## src/rtl/fit_attention_shift_mc.sv

```systemverilog
// Multi-channel attention-shift tracker: per-channel error counting, Task/Self/Meta
// levels with decay hysteresis, and a round-robin valid/ready level-change event stream.
module fit_attention_shift_mc #(
  parameter int unsigned NUM_CH       = 4,
  parameter int unsigned SCORE_W      = 8,
  parameter int unsigned CNT_W        = 8,
  parameter int unsigned SELF_TH      = 2,
  parameter int unsigned META_TH      = 5,
  parameter int unsigned META_SCORE   = 70,
  parameter int unsigned RESET_SCORE  = 90,
  parameter int unsigned DECAY_CYCLES = 16,
  localparam int unsigned CH_W        = (NUM_CH > 1) ? $clog2(NUM_CH) : 1
) (
  input  logic                        clk,
  input  logic                        rst,
  input  logic [NUM_CH-1:0]           ern_pulse,
  input  logic [NUM_CH*SCORE_W-1:0]   score,
  input  logic [NUM_CH-1:0]           score_valid,
  output logic [NUM_CH*2-1:0]         attention_level,
  output logic [NUM_CH*CNT_W-1:0]     error_count,
  output logic                        evt_valid,
  input  logic                        evt_ready,
  output logic [CH_W-1:0]             evt_ch,
  output logic [1:0]                  evt_level,
  output logic                        evt_coalesced
);

  localparam int unsigned TMR_W = (DECAY_CYCLES > 1) ? $clog2(DECAY_CYCLES) : 1;

  typedef enum logic [1:0] {
    LVL_TASK = 2'd0,
    LVL_SELF = 2'd1,
    LVL_META = 2'd2
  } level_e;

  level_e             lvl_q  [NUM_CH];
  level_e             lvl_d  [NUM_CH];
  logic [CNT_W-1:0]   cnt_q  [NUM_CH];
  logic [CNT_W-1:0]   cnt_d  [NUM_CH];
  logic [SCORE_W-1:0] last_q [NUM_CH];
  logic [SCORE_W-1:0] last_d [NUM_CH];
  logic [TMR_W-1:0]   tmr_q  [NUM_CH];
  logic [TMR_W-1:0]   tmr_d  [NUM_CH];

  logic [NUM_CH-1:0]  pend_q, pend_d;
  logic [NUM_CH-1:0]  merg_q, merg_d;
  logic [NUM_CH-1:0]  change;

  logic               evt_valid_q, evt_valid_d;
  logic [CH_W-1:0]    evt_ch_q, evt_ch_d;
  level_e             evt_level_q, evt_level_d;
  logic               evt_coal_q, evt_coal_d;
  logic [CH_W-1:0]    ptr_q, ptr_d;

  logic               gnt_found;
  logic [CH_W-1:0]    gnt_idx;

  // Per-channel counter/level update: ern beats score reset, which beats decay.
  always_comb begin
    for (int unsigned c = 0; c < NUM_CH; c++) begin
      logic [SCORE_W-1:0] sc_in;
      logic [SCORE_W-1:0] eff;
      logic [CNT_W-1:0]   cnt_inc;
      logic [CNT_W-1:0]   cnt_dec;
      sc_in   = score[c*SCORE_W +: SCORE_W];
      eff     = score_valid[c] ? sc_in : last_q[c];
      cnt_inc = (cnt_q[c] == '1) ? cnt_q[c] : cnt_q[c] + 1'b1;
      cnt_dec = cnt_q[c] - 1'b1;

      last_d[c] = eff;
      lvl_d[c]  = lvl_q[c];
      cnt_d[c]  = cnt_q[c];
      tmr_d[c]  = '0;

      if (ern_pulse[c]) begin
        cnt_d[c] = cnt_inc;
        if (32'(cnt_inc) > META_TH && 32'(eff) < META_SCORE) lvl_d[c] = LVL_META;
        else if (32'(cnt_inc) > SELF_TH)                     lvl_d[c] = LVL_SELF;
        else                                                  lvl_d[c] = LVL_TASK;
      end else if (score_valid[c] && 32'(sc_in) > RESET_SCORE) begin
        cnt_d[c] = '0;
        lvl_d[c] = LVL_TASK;
      end else if (DECAY_CYCLES != 0 && cnt_q[c] != '0) begin
        if (32'(tmr_q[c]) == DECAY_CYCLES - 1) begin
          cnt_d[c] = cnt_dec;
          // One step down at most; decay never raises the level.
          if (lvl_q[c] == LVL_META && 32'(cnt_dec) <= META_TH)      lvl_d[c] = LVL_SELF;
          else if (lvl_q[c] == LVL_SELF && 32'(cnt_dec) <= SELF_TH) lvl_d[c] = LVL_TASK;
        end else begin
          tmr_d[c] = tmr_q[c] + 1'b1;
        end
      end

      change[c] = (lvl_d[c] != lvl_q[c]);
    end
  end

  // Round-robin search starting at the pointer, wrapping around.
  always_comb begin
    gnt_found = 1'b0;
    gnt_idx   = '0;
    for (int unsigned i = 0; i < NUM_CH; i++) begin
      int unsigned idx;
      idx = (32'(ptr_q) + i) % NUM_CH;
      if (!gnt_found && pend_q[CH_W'(idx)]) begin
        gnt_found = 1'b1;
        gnt_idx   = CH_W'(idx);
      end
    end
  end

  always_comb begin
    evt_valid_d = evt_valid_q;
    evt_ch_d    = evt_ch_q;
    evt_level_d = evt_level_q;
    evt_coal_d  = evt_coal_q;
    ptr_d       = ptr_q;
    pend_d      = pend_q | change;
    merg_d      = merg_q | (pend_q & change);

    if (!evt_valid_q || evt_ready) begin
      if (gnt_found) begin
        evt_valid_d     = 1'b1;
        evt_ch_d        = gnt_idx;
        evt_level_d     = lvl_q[gnt_idx];
        evt_coal_d      = merg_q[gnt_idx];
        // A change on the granted edge re-arms pending as a fresh, unmerged event.
        pend_d[gnt_idx] = change[gnt_idx];
        merg_d[gnt_idx] = 1'b0;
        ptr_d           = (32'(gnt_idx) == NUM_CH - 1) ? '0 : gnt_idx + 1'b1;
      end else begin
        evt_valid_d = 1'b0;
      end
    end
  end

  always_ff @(posedge clk) begin
    if (rst) begin
      for (int unsigned c = 0; c < NUM_CH; c++) begin
        lvl_q[c]  <= LVL_TASK;
        cnt_q[c]  <= '0;
        last_q[c] <= '0;
        tmr_q[c]  <= '0;
      end
      pend_q      <= '0;
      merg_q      <= '0;
      evt_valid_q <= 1'b0;
      evt_ch_q    <= '0;
      evt_level_q <= LVL_TASK;
      evt_coal_q  <= 1'b0;
      ptr_q       <= '0;
    end else begin
      for (int unsigned c = 0; c < NUM_CH; c++) begin
        lvl_q[c]  <= lvl_d[c];
        cnt_q[c]  <= cnt_d[c];
        last_q[c] <= last_d[c];
        tmr_q[c]  <= tmr_d[c];
      end
      pend_q      <= pend_d;
      merg_q      <= merg_d;
      evt_valid_q <= evt_valid_d;
      evt_ch_q    <= evt_ch_d;
      evt_level_q <= evt_level_d;
      evt_coal_q  <= evt_coal_d;
      ptr_q       <= ptr_d;
    end
  end

  always_comb begin
    for (int unsigned c = 0; c < NUM_CH; c++) begin
      attention_level[c*2 +: 2]   = lvl_q[c];
      error_count[c*CNT_W +: CNT_W] = cnt_q[c];
    end
  end

  assign evt_valid     = evt_valid_q;
  assign evt_ch        = evt_ch_q;
  assign evt_level     = evt_level_q;
  assign evt_coalesced = evt_coal_q;

endmodule
```

## config.mk

```make
export PLATFORM = sky130hd
export DESIGN_NAME = fit_attention_shift_mc
export DESIGN_NICKNAME = d
export VERILOG_FILES = /design/src/rtl/fit_attention_shift_mc.sv
export SDC_FILE = /design/constraint.sdc
export NUM_CORES = 1
export LEC_CHECK = 0
export CELL_PAD_IN_SITES_DETAIL_PLACEMENT = 1
export CELL_PAD_IN_SITES_GLOBAL_PLACEMENT = 1
export CORE_MARGIN = 8
export CORE_UTILIZATION = 32
export DETAILED_ROUTE_END_ITERATION = 8
export GPL_ROUTABILITY_DRIVEN = 0
export PLACE_DENSITY = 0.71
export SLEW_MARGIN = 10
export SYNTH_ARGS = -nofsm -noshare
export SYNTH_HDL_FRONTEND = slang
export SYNTH_SLANG_ARGS = --single-unit
```

## constraint.sdc

```tcl
create_clock -name clk -period 3.4 [get_ports clk]
set_clock_uncertainty 0.2 [all_clocks]
set_input_delay 0.34 -clock clk [delete_from_list [all_inputs] [get_ports clk]]
set_output_delay 0.34 -clock clk [all_outputs]
set_load 0.01 [all_outputs]
```

==> metrics.md <==
| Metric | Value |
|---|---|
| Slew HR | about two fifths |
| Sw Share | 36.40% |
| Synth warnings | 0 |
| DIE HEIGHT | around 160 um |
| H-tree level count | 3 |
| Post-Syn Area | around 0.0068 sq mm |
| DP HPWL | 15950 um |
| DRC errors left | 0 |
| Grt ovf | 0 |
| LEAKAGE | 3.323 nW |
| Avg Cell Area, Syn | 7.691 sq um |
| Clk sinks | 100 |
| Worst path cell trace | ha_2, and4_4, a21oi_1, a2111o_1, o211ai_1, mux2_2, o21ai_2, or3_4, o21ai_4, a2111oi_4 |
| Vias in the first global route | around 7000 |
| CP endpoint kind | flop |
| #FFs+latches synth | 100 |
| WHS Path Cells | 1 |
| Ant diodes | 0 |
| Synth top cells by count | nor2_1, dfxtp_1, a21oi_1 |
| Clock share of power | around a quarter |
| Final Max Tran Viols | 0 |
| Comb pwr share | 38.8% |
| Site row count | 53 |
| Peak VDD IR | 0.2626 mV |
| Net Sw Power | 1.556 mW |
| Worst-path maximum fanout | 10 |
| Slowest CP cell | dfxtp_1 |
| Sequential fraction of design power | approximately a third |
| Ys async rst share | 0% |
| Post-CTS Setup Bufs | 0 |
| PwrDens | approximately 500 mW/mm^2 |
| WL final | about 21000 um |
| Initial antenna violation count | 0 |
| Boundary Pins | 89 |
| Max cap viols | 0 |
| Worst hold path type | flop to flop |
| Clock tree buffer depth | 2 |
| Tmin final | between 3 and 4 ns |
| Synth top area share | between 20% and 30% |
| Final #Nets | roughly 1100 |
| Hold Crit Endpoint | tmr_q[1][0] |
| Post-Syn Nets | around 960 |
| DRT antenna net count | 0 |
| Initial Util | roughly 32% |
| FF-to-FF Start | cnt_q[2][0] |
| Area Overhead vs Synth | 24.71% |
| TritonCTS clock tree | yes |
| Hold path start | tmr_q[1][0] |
| Cell count after synthesis | around 900 |
| Later-pin clock latency in the skew report | between 0.3 and 0.4 ns |
| Setup WS pre-CTS | about 0.14 ns |
| Setup ws final | 0.1985 ns |
| CTS clk-pin slew, worst paths | ~0.07 ns |
| Critical Path Source Type | flop |
| Fin. Hold Viols | 0 |
| Flop2flop setup slack | 0.20 ns |
| WP data required | 3.45 ns |
| Max stage delay on crit path | approximately 0.5 ns |
| Vias | about 6900 |
| Core Region | between 0.02 and 0.025 sq mm |
| Unique masters post-synth | 78 |
| PortBufs | a little under 90 |
| DRT iter0 DRCs | between 200 and 300 |
| GRT Total Usage | 16.35% |
| Drt via density | ~5.5 |
| Seq/Total Area, Yosys | between 20% and 30% |
| Setup CP Type | flop to flop |
| Biggest area consumer among synthesized cells | dfxtp_1 |
| Top-count cell post-synth | nor2_1 |
| Final Cycle Share | 94.16% |
| CP arrival | between 3 and 4 ns |
| Largest net degree at the start of global routing | 74 |
| Die X | around 160 um |
| Min Hold Slack | 0.2483 ns |
| Pint | around 2.7 mW |
| RSZ-0062 raised after global routing | no |
| Status | completed |
| Drt pass-1 iters | 4 |
| Die ar. | 0.02619 sq mm |
| TNS Setup | 0 ns |
| Synth area leaders | dfxtp_1, nor2_1, a21oi_1, mux2i_1, ha_1 |
| Reg2reg end | pend_q[3] |
| Total CTS buffers | 9 |
| Slew @ Worst Pin | ~0.91 ns |
| Finish-stage setup viols | 0 |
| EDFF count, synth | 0 |
| Root buf cell | clkbuf_16 |
| WL/cell | 17.00 um |
| Cell depth of the worst flop-to-flop path | 10 |
| First-pass GRT wire length | between 30000 and 40000 um |
| Tot Pwr | roughly 4.3 mW |
| Layout cells sized above 1 | 9.766% |
| Top_reg_cell synth | dfxtp_1 |
| FMAX | between 300 and 400 MHz |
power by group through the flow:
stage / logic (mW) / registers, mW / clock network (mW)
floorplan: 1.10 / 1.47 / 0
global placement: 1.62 / 1.50 / 0
detailed placement: 1.66 / 1.50 / 0
CTS: 1.67 / 1.48 / 1.19
global route: 1.84 / 1.50 / 1.23
finish: 1.66 / 1.48 / 1.14
worst max-delay path by stage:
stage                      endpoint         from  cells past startpoint  slack [ns]
after floorplan           pend_q[0]  cnt_q[1][1]                     12        0.12
after global placement    pend_q[0]    score[13]                     10        0.18
after detailed placement  pend_q[0]    score[13]                     10        0.14
after CTS                 pend_q[0]  cnt_q[1][0]                     11        0.14
after global routing      pend_q[1]  cnt_q[2][0]                     10       0.009
final                     pend_q[3]  cnt_q[2][0]                     10        0.20
cell usage in the layout, fill, tap and decap left out, types with 5 or more instances in the layout:
master / Yosys / routed
or3_1: 9 / 9
dfxtp_1: 100 / 99
nor2b_1: 9 / 9
and2_1: 7 / 7
nor3b_1: 6 / 5
a21oi_1: 84 / 84
and3_1: 13 / 13
a211oi_1: 22 / 22
o21ai_0: 20 / 20
a2111o_1: 5 / 5
nand4_1: 13 / 13
nor2_1: 118 / 118
nand2b_1: 11 / 11
nor4_1: 10 / 10
nor3_1: 36 / 36
xnor2_1: 14 / 14
ha_1: 28 / 25
mux2i_1: 36 / 36
clkbuf_16: 0 / 9
xor2_1: 10 / 10
clkdlybuf4s50_1: 0 / 87
buf_4: 3 / 51
mux2_2: 5 / 5
a31oi_1: 17 / 17
nand2_1: 68 / 68
o21a_1: 5 / 5
and4_1: 5 / 5
a21o_1: 8 / 8
a211o_1: 6 / 6
nand3_1: 43 / 43
inv_1: 27 / 27
o211ai_1: 13 / 13
routing by layer:
layer  up-vias  share of wire [%]  global-route usage, %
li1       3426                  -                      -
met1      3360                 45                  19.38
met2        76                 50                  29.61
met3        18                3.3                  3.467
met4         0               0.92                  3.535
met5         -                  0                      0
area by class of cell:
cell class / instances / area, sq um
flip-flops and latches: 100 / 2003
inverters: 29 / 108.9
multi-input cells: 701 / 4462
repair buffers: 138 / 1254
well taps: 275 / 344.1
fillers: 2609 / 12470
clock buffers: 11 / 242.7
clock inverters: 4 / 73.82
cells by family after synthesis:
group	after synthesis	synth area share, %
fa+ha+maj	28	5.147
mux	41	6.121
simple gates	371	27.10
flops	100	29.41
xor+xnor	24	3.088
buf+inv	84	5.221
compound gates	237	23.92
state kept, by name (all words and copies together), names as in the netlist:
signal	count
evt_ch	2
last_q	28
evt_valid	1
ptr_q	2
cnt_q	32
tmr_q	16
evt_level	2
evt_coalesced	1
merg_q	4
lvl_q	8
pend_q	4
stage by stage:
step           cell area [sq um]  cells  utilization (%)
2_1_floorplan               6807    885                -
3_3_place_gp                8158   1243            38.93
3_5_place_dp                8158   1243            38.93
4_1_cts                     8474   1258            40.44
5_1_grt                     8488   1258            40.51
6_report                    8488   1258            40.51
critical path: cells and delay by family (launching register included):
kind | cells | cell delay [ns]
compound gates | 6 | 1.24
mux | 1 | 0.38
fa+ha+maj | 1 | 0.32
flops | 1 | 0.51
simple gates | 2 | 0.45
timing repair:
action                                  4_1_cts  5_1_grt
endpoints found under the setup margin        0        4
gates resized for setup                       0        5
hold buffers                                  0        0
No activity file was read; power rests on OpenSTA's default activity.
